## src/rtl/btb_update_scheduler.sv

```systemverilog
// Sole writer of the BTB: queues taken-branch installs from ID and
// sequences full-table invalidation sweeps over one valid/ready port.
module btb_update_scheduler #(
  parameter int DEPTH      = 4,
  parameter int SETS       = 512,
  parameter int INDEX_BITS = 9,
  parameter int TAG_BITS   = 21
) (
  input  logic                  CLK,
  input  logic                  RESET,
  input  logic                  STALL,
  input  logic                  upd_valid_IN_ID,
  input  logic [31:0]           upd_PC_IN_ID,
  input  logic                  upd_taken_IN_ID,
  input  logic [31:0]           upd_target_IN_ID,
  output logic                  upd_ready_OUT,
  input  logic                  inval_all_IN,
  output logic                  wr_valid_OUT,
  output logic                  wr_op_OUT,
  output logic [INDEX_BITS-1:0] wr_index_OUT,
  output logic [TAG_BITS-1:0]   wr_tag_OUT,
  output logic [31:0]           wr_target_OUT,
  input  logic                  wr_ready_IN,
  output logic                  busy_OUT,
  output logic                  sweep_done_OUT,
  output logic [15:0]           drop_count_OUT
);

  localparam int PW = $clog2(DEPTH);
  localparam int CW = PW + 1;

  typedef enum logic [1:0] {
    S_IDLE,
    S_DRAIN,
    S_SWEEP
  } state_t;

  typedef struct packed {
    logic [INDEX_BITS-1:0] idx;
    logic [TAG_BITS-1:0]   tag;
    logic [31:0]           tgt;
  } ent_t;

  state_t                state_q, state_d;
  ent_t                  mem_q [DEPTH];
  ent_t                  wr_q, wr_d;
  ent_t                  in_ent;
  logic [PW-1:0]         head_q, tail_q, head_nxt;
  logic [CW-1:0]         cnt_q;
  logic [INDEX_BITS-1:0] swc_q, swc_d;
  logic [15:0]           drop_q;
  logic                  pend_q, pend_d;
  logic                  wv_q, wv_d;
  logic                  op_q, op_d;
  logic                  done_q, done_d;
  logic                  req, enq, drop, hs;
  logic                  pop, flush, go_sweep, sweep_req;
  logic                  unused_pc;

  assign unused_pc = ^upd_PC_IN_ID[1:0];

  assign in_ent = '{
    idx: upd_PC_IN_ID[INDEX_BITS+1:2],
    tag: upd_PC_IN_ID[31:INDEX_BITS+2],
    tgt: upd_target_IN_ID
  };

  assign upd_ready_OUT = (cnt_q < CW'(DEPTH))
                       && (state_q != S_SWEEP)
                       && !pend_q;

  assign req       = upd_valid_IN_ID & upd_taken_IN_ID & ~STALL;
  assign enq       = req & upd_ready_OUT;
  assign drop      = req & ~upd_ready_OUT;
  assign hs        = wv_q & wr_ready_IN;
  assign sweep_req = pend_q | inval_all_IN;
  assign head_nxt  = head_q + PW'(1);

  always_comb begin
    state_d  = state_q;
    wv_d     = wv_q;
    op_d     = op_q;
    wr_d     = wr_q;
    swc_d    = swc_q;
    done_d   = 1'b0;
    pop      = 1'b0;
    go_sweep = 1'b0;
    pend_d   = pend_q | (inval_all_IN & (state_q != S_SWEEP));
    unique case (state_q)
      S_IDLE: begin
        if (sweep_req) begin
          go_sweep = 1'b1;
        end else if (cnt_q != '0) begin
          state_d = S_DRAIN;
          wv_d    = 1'b1;
          op_d    = 1'b0;
          wr_d    = mem_q[head_q];
        end else if (enq) begin
          state_d = S_DRAIN;
          wv_d    = 1'b1;
          op_d    = 1'b0;
          wr_d    = in_ent;
        end
      end
      S_DRAIN: begin
        if (hs) begin
          pop = 1'b1;
          if (sweep_req) begin
            go_sweep = 1'b1;
          end else if (cnt_q > CW'(1)) begin
            wr_d = mem_q[head_nxt];
          end else if (enq) begin
            // the only remaining entry arrives this cycle: bypass it
            wr_d = in_ent;
          end else begin
            state_d = S_IDLE;
            wv_d    = 1'b0;
            wr_d    = '0;
          end
        end
      end
      S_SWEEP: begin
        if (hs) begin
          if (swc_q == INDEX_BITS'(SETS - 1)) begin
            state_d = S_IDLE;
            wv_d    = 1'b0;
            op_d    = 1'b0;
            wr_d    = '0;
            swc_d   = '0;
            done_d  = 1'b1;
            pend_d  = 1'b0;
          end else begin
            swc_d    = swc_q + INDEX_BITS'(1);
            wr_d.idx = swc_q + INDEX_BITS'(1);
          end
        end
      end
      default: state_d = S_IDLE;
    endcase
    if (go_sweep) begin
      state_d = S_SWEEP;
      wv_d    = 1'b1;
      op_d    = 1'b1;
      wr_d    = '0;
      swc_d   = '0;
    end
  end

  assign flush = go_sweep;

  always_ff @(posedge CLK) begin
    if (RESET) begin
      state_q <= S_IDLE;
      wv_q    <= 1'b0;
      op_q    <= 1'b0;
      wr_q    <= '0;
      swc_q   <= '0;
      done_q  <= 1'b0;
      pend_q  <= 1'b0;
      drop_q  <= '0;
      head_q  <= '0;
      tail_q  <= '0;
      cnt_q   <= '0;
    end else begin
      state_q <= state_d;
      wv_q    <= wv_d;
      op_q    <= op_d;
      wr_q    <= wr_d;
      swc_q   <= swc_d;
      done_q  <= done_d;
      pend_q  <= pend_d;
      if (drop && (drop_q != 16'hFFFF)) begin
        drop_q <= drop_q + 16'd1;
      end
      if (flush) begin
        head_q <= '0;
        tail_q <= '0;
        cnt_q  <= '0;
      end else begin
        if (enq) tail_q <= tail_q + PW'(1);
        if (pop) head_q <= head_nxt;
        cnt_q <= cnt_q + CW'(enq) - CW'(pop);
      end
    end
  end

  always_ff @(posedge CLK) begin
    if (enq) begin
      mem_q[tail_q] <= in_ent;
    end
  end

  assign wr_valid_OUT   = wv_q;
  assign wr_op_OUT      = op_q;
  assign wr_index_OUT   = wr_q.idx;
  assign wr_tag_OUT     = wr_q.tag;
  assign wr_target_OUT  = wr_q.tgt;
  assign busy_OUT       = (state_q != S_IDLE) || (cnt_q != '0);
  assign sweep_done_OUT = done_q;
  assign drop_count_OUT = drop_q;

endmodule

```

## config.mk

```make
export PLATFORM = sky130hd
export DESIGN_NAME = btb_update_scheduler
export DESIGN_NICKNAME = d
export VERILOG_FILES = /design/src/rtl/btb_update_scheduler.sv
export SDC_FILE = /design/constraint.sdc
export NUM_CORES = 1
export LEC_CHECK = 0
export ABC_AREA = 1
export CAP_MARGIN = 20
export CORE_ASPECT_RATIO = 0.8
export CORE_MARGIN = 3
export CORE_UTILIZATION = 40
export DETAILED_ROUTE_END_ITERATION = 6
export GPL_TIMING_DRIVEN = 0
export PLACE_DENSITY = 0.57
export REMOVE_ABC_BUFFERS = 1
export SLEW_MARGIN = 30
export SYNTH_ARGS = -nofsm -noshare
export SYNTH_HDL_FRONTEND = slang
export SYNTH_SLANG_ARGS = --single-unit
```

## constraint.sdc

```tcl
create_clock -name CLK -period 12.6 [get_ports CLK]
set_input_delay 2.52 -clock CLK [delete_from_list [all_inputs] [get_ports CLK]]
set_output_delay 2.52 -clock CLK [all_outputs]
set_load 0.1 [all_outputs]
```

==> out/metrics.cfg <==
[global_routing]
first_global_vias = 15625
antenna_found_initial = 8
grt_overflow_total = 0
grt_pass1_wl_mm = 87.0
grt_use_total_pct = 22.8
grt_max_degree = 76

[setup_path]
crit_type = input pin to register
cp-start-kind = input pin
r2r_start = state_q[0]$_SDFFE_PP0P_
end_kind = register
worst-r2r-setup-slack_ns = 8.56
cp_slowest_cell = inv_4
critPathMaxFanout = 53
slowest_delay_ns = 0.60
path_cells = clkdlybuf4s50_1 > nand2_1 > nor2_1 > nand2_2 > nand2_2 > nand4_4 > buf_16 > buf_12 > inv_4 > nand3_1 > nand2_1 > inv_1
reg2regPathDepth = 14
r2r-end = wr_target_OUT[8]$_SDFFE_PP0P_
crit_required_ns = 13.04
cp_data_arrival_time_ns = 6.02

[hold_path]
holdPathEnd = swc_q[8]$_SDFFE_PP0P_
hold_depth = 2
worstHoldStart = swc_q[8]$_SDFFE_PP0P_
min_path_type = register to register

[synthesis]
synthTopCellsByArea = edfxtp_1 (41%), dfxtp_1 (11%), nand2_1 (11%), nand3_1 (6.1%), inv_1 (5.5%)
yosysWarnings = 0
synthesis.area_um2 = 18200
synth_ff_type = edfxtp_1
ys_ff_latch = 350
synthCells = 2243
ys_seq_area_share_pct = 52.1
synth_top_cell_area_share_pct = 40.9
avgSynthCellArea_um2 = 8.12
synth_edf_count = 248
yosys.area.top_type = edfxtp_1
synth_common_cells = nand2_1 (516), inv_1 (268), edfxtp_1 (248), nand3_1 (223), a21oi_1 (194)
async_reset_ff_share_pct = 0
synth_cell_types = 34
yosysMostFrequentCell = nand2_1

[drt]
ant_nets = 0
vias = 15848
drc_errors = 0
drt_pre_antenna_iters = 5
wl_mm = 55.8
wl_per_cell_um = 18.8
drt_iter0_drc = 1207
viasPerCell = 5.34

[floorplan]
die_h_um = 197
start_util_pct = 40.7
core_um2 = 44700
io_pins = 154
chipWidth_um = 245
die_area_um2 = 48100
floorplan.rows = 69

[pwr]
p_switching_mw = 1.29
ir_drop_v = 0.0000885
p_int_mw = 2.22
p_sw_share_pct = 36.8
comb_power_share_pct = 29.7
p_leak_nw = 8.25
power.share.clock_pct = 32.5
seqPwrFrac_pct = 37.8
pwr_density_cell_nw_per_um2 = 159

[place]
routabilityCongestion = 0.855
port_buffers = 151
place_ws_ns = 6.47
placed_area_um2 = 20700
dpl.hpwl_mm = 33.1

[sta]
max-slew-margin-rel_pct = 32.5
final.min_clock_period_ns = 5.58
fin_tns_setup_ns = 0
rsz0062_at_grt = false
hold_viol = 0
worst_slack_ns = 7.02
finalClockSkew_ns = 0.00927
max_freq_ghz = 0.179
worstMarginPinSlew_ns = 1.01
finalSetupViolCount = 0
slew_violations = 0
period_share_pct = 44.3

[clock_tree]
htree_levels = 2
cts_root_buffer = clkbuf_16
hold_buffers = 0
cts_setup_buffers = 0
clk_pin_slew_ns = 0.06
cts_made_buffers = 41
clock_sinks = 350
clockBufferDepth = 3
cts_tree = built
cts_resized = 0
clock_latency_ns = 0.54

[finish]
syn2layout_area_growth_pct = 20.9
nets = 2420
nFillCells = 4249
utilization_pct = 49.2
final_cell_area_um2 = 22000
layout-drive-gt1-share_pct = 6.80

[flow_run]
drv_cap = 0

[status]
status = completed

==> power groups by stage <==
| stage | combinational, mW | sequential, mW | clock, mW |
|---|---|---|---|
| 6_report | 1.04 | 1.32 | 1.14 |
| 3_5_place_dp | 1.04 | 1.35 | 0 |
| 3_3_place_gp | 1.00 | 1.35 | 0 |
| 2_1_floorplan | 0.380 | 1.66 | 0 |
| 5_1_grt | 1.12 | 1.33 | 1.21 |
| 4_1_cts | 1.05 | 1.33 | 1.16 |
==> state kept, by name, summed over array words and instances (netlist names), named ones only <==
| register | flops |
|---|---|
| cnt_q | 3 |
| drop_count_OUT | 16 |
| head_q | 2 |
| mem_q | 248 |
| pend_q | 1 |
| state_q | 2 |
| swc_q | 9 |
| sweep_done_OUT | 1 |
| tail_q | 2 |
| wr_index_OUT | 9 |
| wr_op_OUT | 1 |
| wr_tag_OUT | 21 |
| wr_target_OUT | 32 |
| wr_valid_OUT | 1 |
==> metrics by stage <==
step	hold WS (ns)	instances	power, mW
after floorplan	0.445	2107	2.04
after global placement	0.459	2861	2.35
after detailed placement	0.463	2893	2.39
after CTS	0.472	2969	3.53
after global routing	0.502	2970	3.66
final	0.469	2970	3.51
==> final cells by class <==
class                           instances  area [um2]  area share, %
Antenna cell                            1        2.50         0.0114
Inverter                              282        1080           4.90
Multi-Input combinational cell       1475        7120           32.4
Timing Repair Buffer                  183        2280           10.4
Clock inverter                         18         115          0.523
Clock buffer                           58        1160           5.25
Sequential cell                       350        9500           43.2
Tap cell                              603         754           3.43
==> cells in the final DEF (no fill, tap or decap), types with 3 or more instances in the layout <==
| master | netlist | layout |
|---|---|---|
| clkbuf_1 | 66 | 12 |
| buf_12 | 0 | 8 |
| clkinv_2 | 0 | 9 |
| xor2_1 | 8 | 8 |
| nor2_4 | 0 | 6 |
| xnor2_1 | 4 | 4 |
| clkinv_1 | 6 | 10 |
| o21ai_0 | 163 | 163 |
| dfxtp_1 | 102 | 99 |
| buf_16 | 0 | 20 |
| nor2_2 | 5 | 3 |
| or2_2 | 36 | 36 |
| inv_1 | 268 | 268 |
| nand2_2 | 6 | 3 |
| o21a_1 | 19 | 19 |
| o211ai_1 | 54 | 54 |
| nand2_1 | 516 | 514 |
| edfxtp_1 | 248 | 248 |
| inv_2 | 8 | 5 |
| clkdlybuf4s50_1 | 0 | 151 |
| nand3_1 | 223 | 223 |
| buf_8 | 0 | 4 |
| nand2_4 | 1 | 5 |
| clkbuf_16 | 0 | 43 |
| o22ai_1 | 27 | 27 |
| a21oi_1 | 194 | 194 |
| nor3_1 | 9 | 9 |
| nand4_1 | 4 | 4 |
| o21ai_1 | 18 | 18 |
| clkinv_4 | 0 | 3 |
| ha_1 | 15 | 14 |
| nor2_1 | 166 | 162 |
| dfxtp_4 | 0 | 3 |
==> how the worst max path moves through the flow <==
stage	slack (ns)	start	depth (start not counted)	endpoint
finish	7.02	upd_taken_IN_ID	12	wr_target_OUT[8]$_SDFFE_PP0P_
global placement	3.03	upd_valid_IN_ID	5	mem_q[1][47]$_DFFE_PP_
global route	6.82	upd_taken_IN_ID	12	wr_target_OUT[8]$_SDFFE_PP0P_
floorplan	6.45	upd_valid_IN_ID	4	mem_q[0][0]$_DFFE_PP_
detailed placement	6.47	upd_valid_IN_ID	12	wr_target_OUT[8]$_SDFFE_PP0P_
CTS	7.05	upd_taken_IN_ID	12	wr_target_OUT[8]$_SDFFE_PP0P_
==> critical path, delay by kind of cell <==
| family | cells | cell delay [ns] |
|---|---|---|
| buf+inv | 5 | 1.57 |
| simple gates | 7 | 1.88 |
==> logic make-up (layout without fill, tap and decap cells) <==
group	count (synthesis)	count (layout)	share of synthesized area [%]
and+or+nand+nor	968	968	22.4
other	0	1	0
AOI/OAI and AO/OA	479	479	14.5
buffers and inverters	418	541	9.29
adders and majority gates	16	16	1.14
DFF	350	350	52.1
xor gates and xnor gates	12	12	0.577
==> per-layer routing <==
metal | share of wire [%] | global-route usage [%] | up-vias | routed length [um]
li1 | - | - | 7651 | -
met1 | 45 | 30.9 | 7533 | 25000
met2 | 46 | 37.1 | 538 | 25700
met3 | 6.7 | 4.26 | 112 | 3760
met4 | 2.3 | 7.58 | 14 | 1290
met5 | 0.17 | 0 | - | 93
No activity file was read; power rests on OpenSTA's default activity.
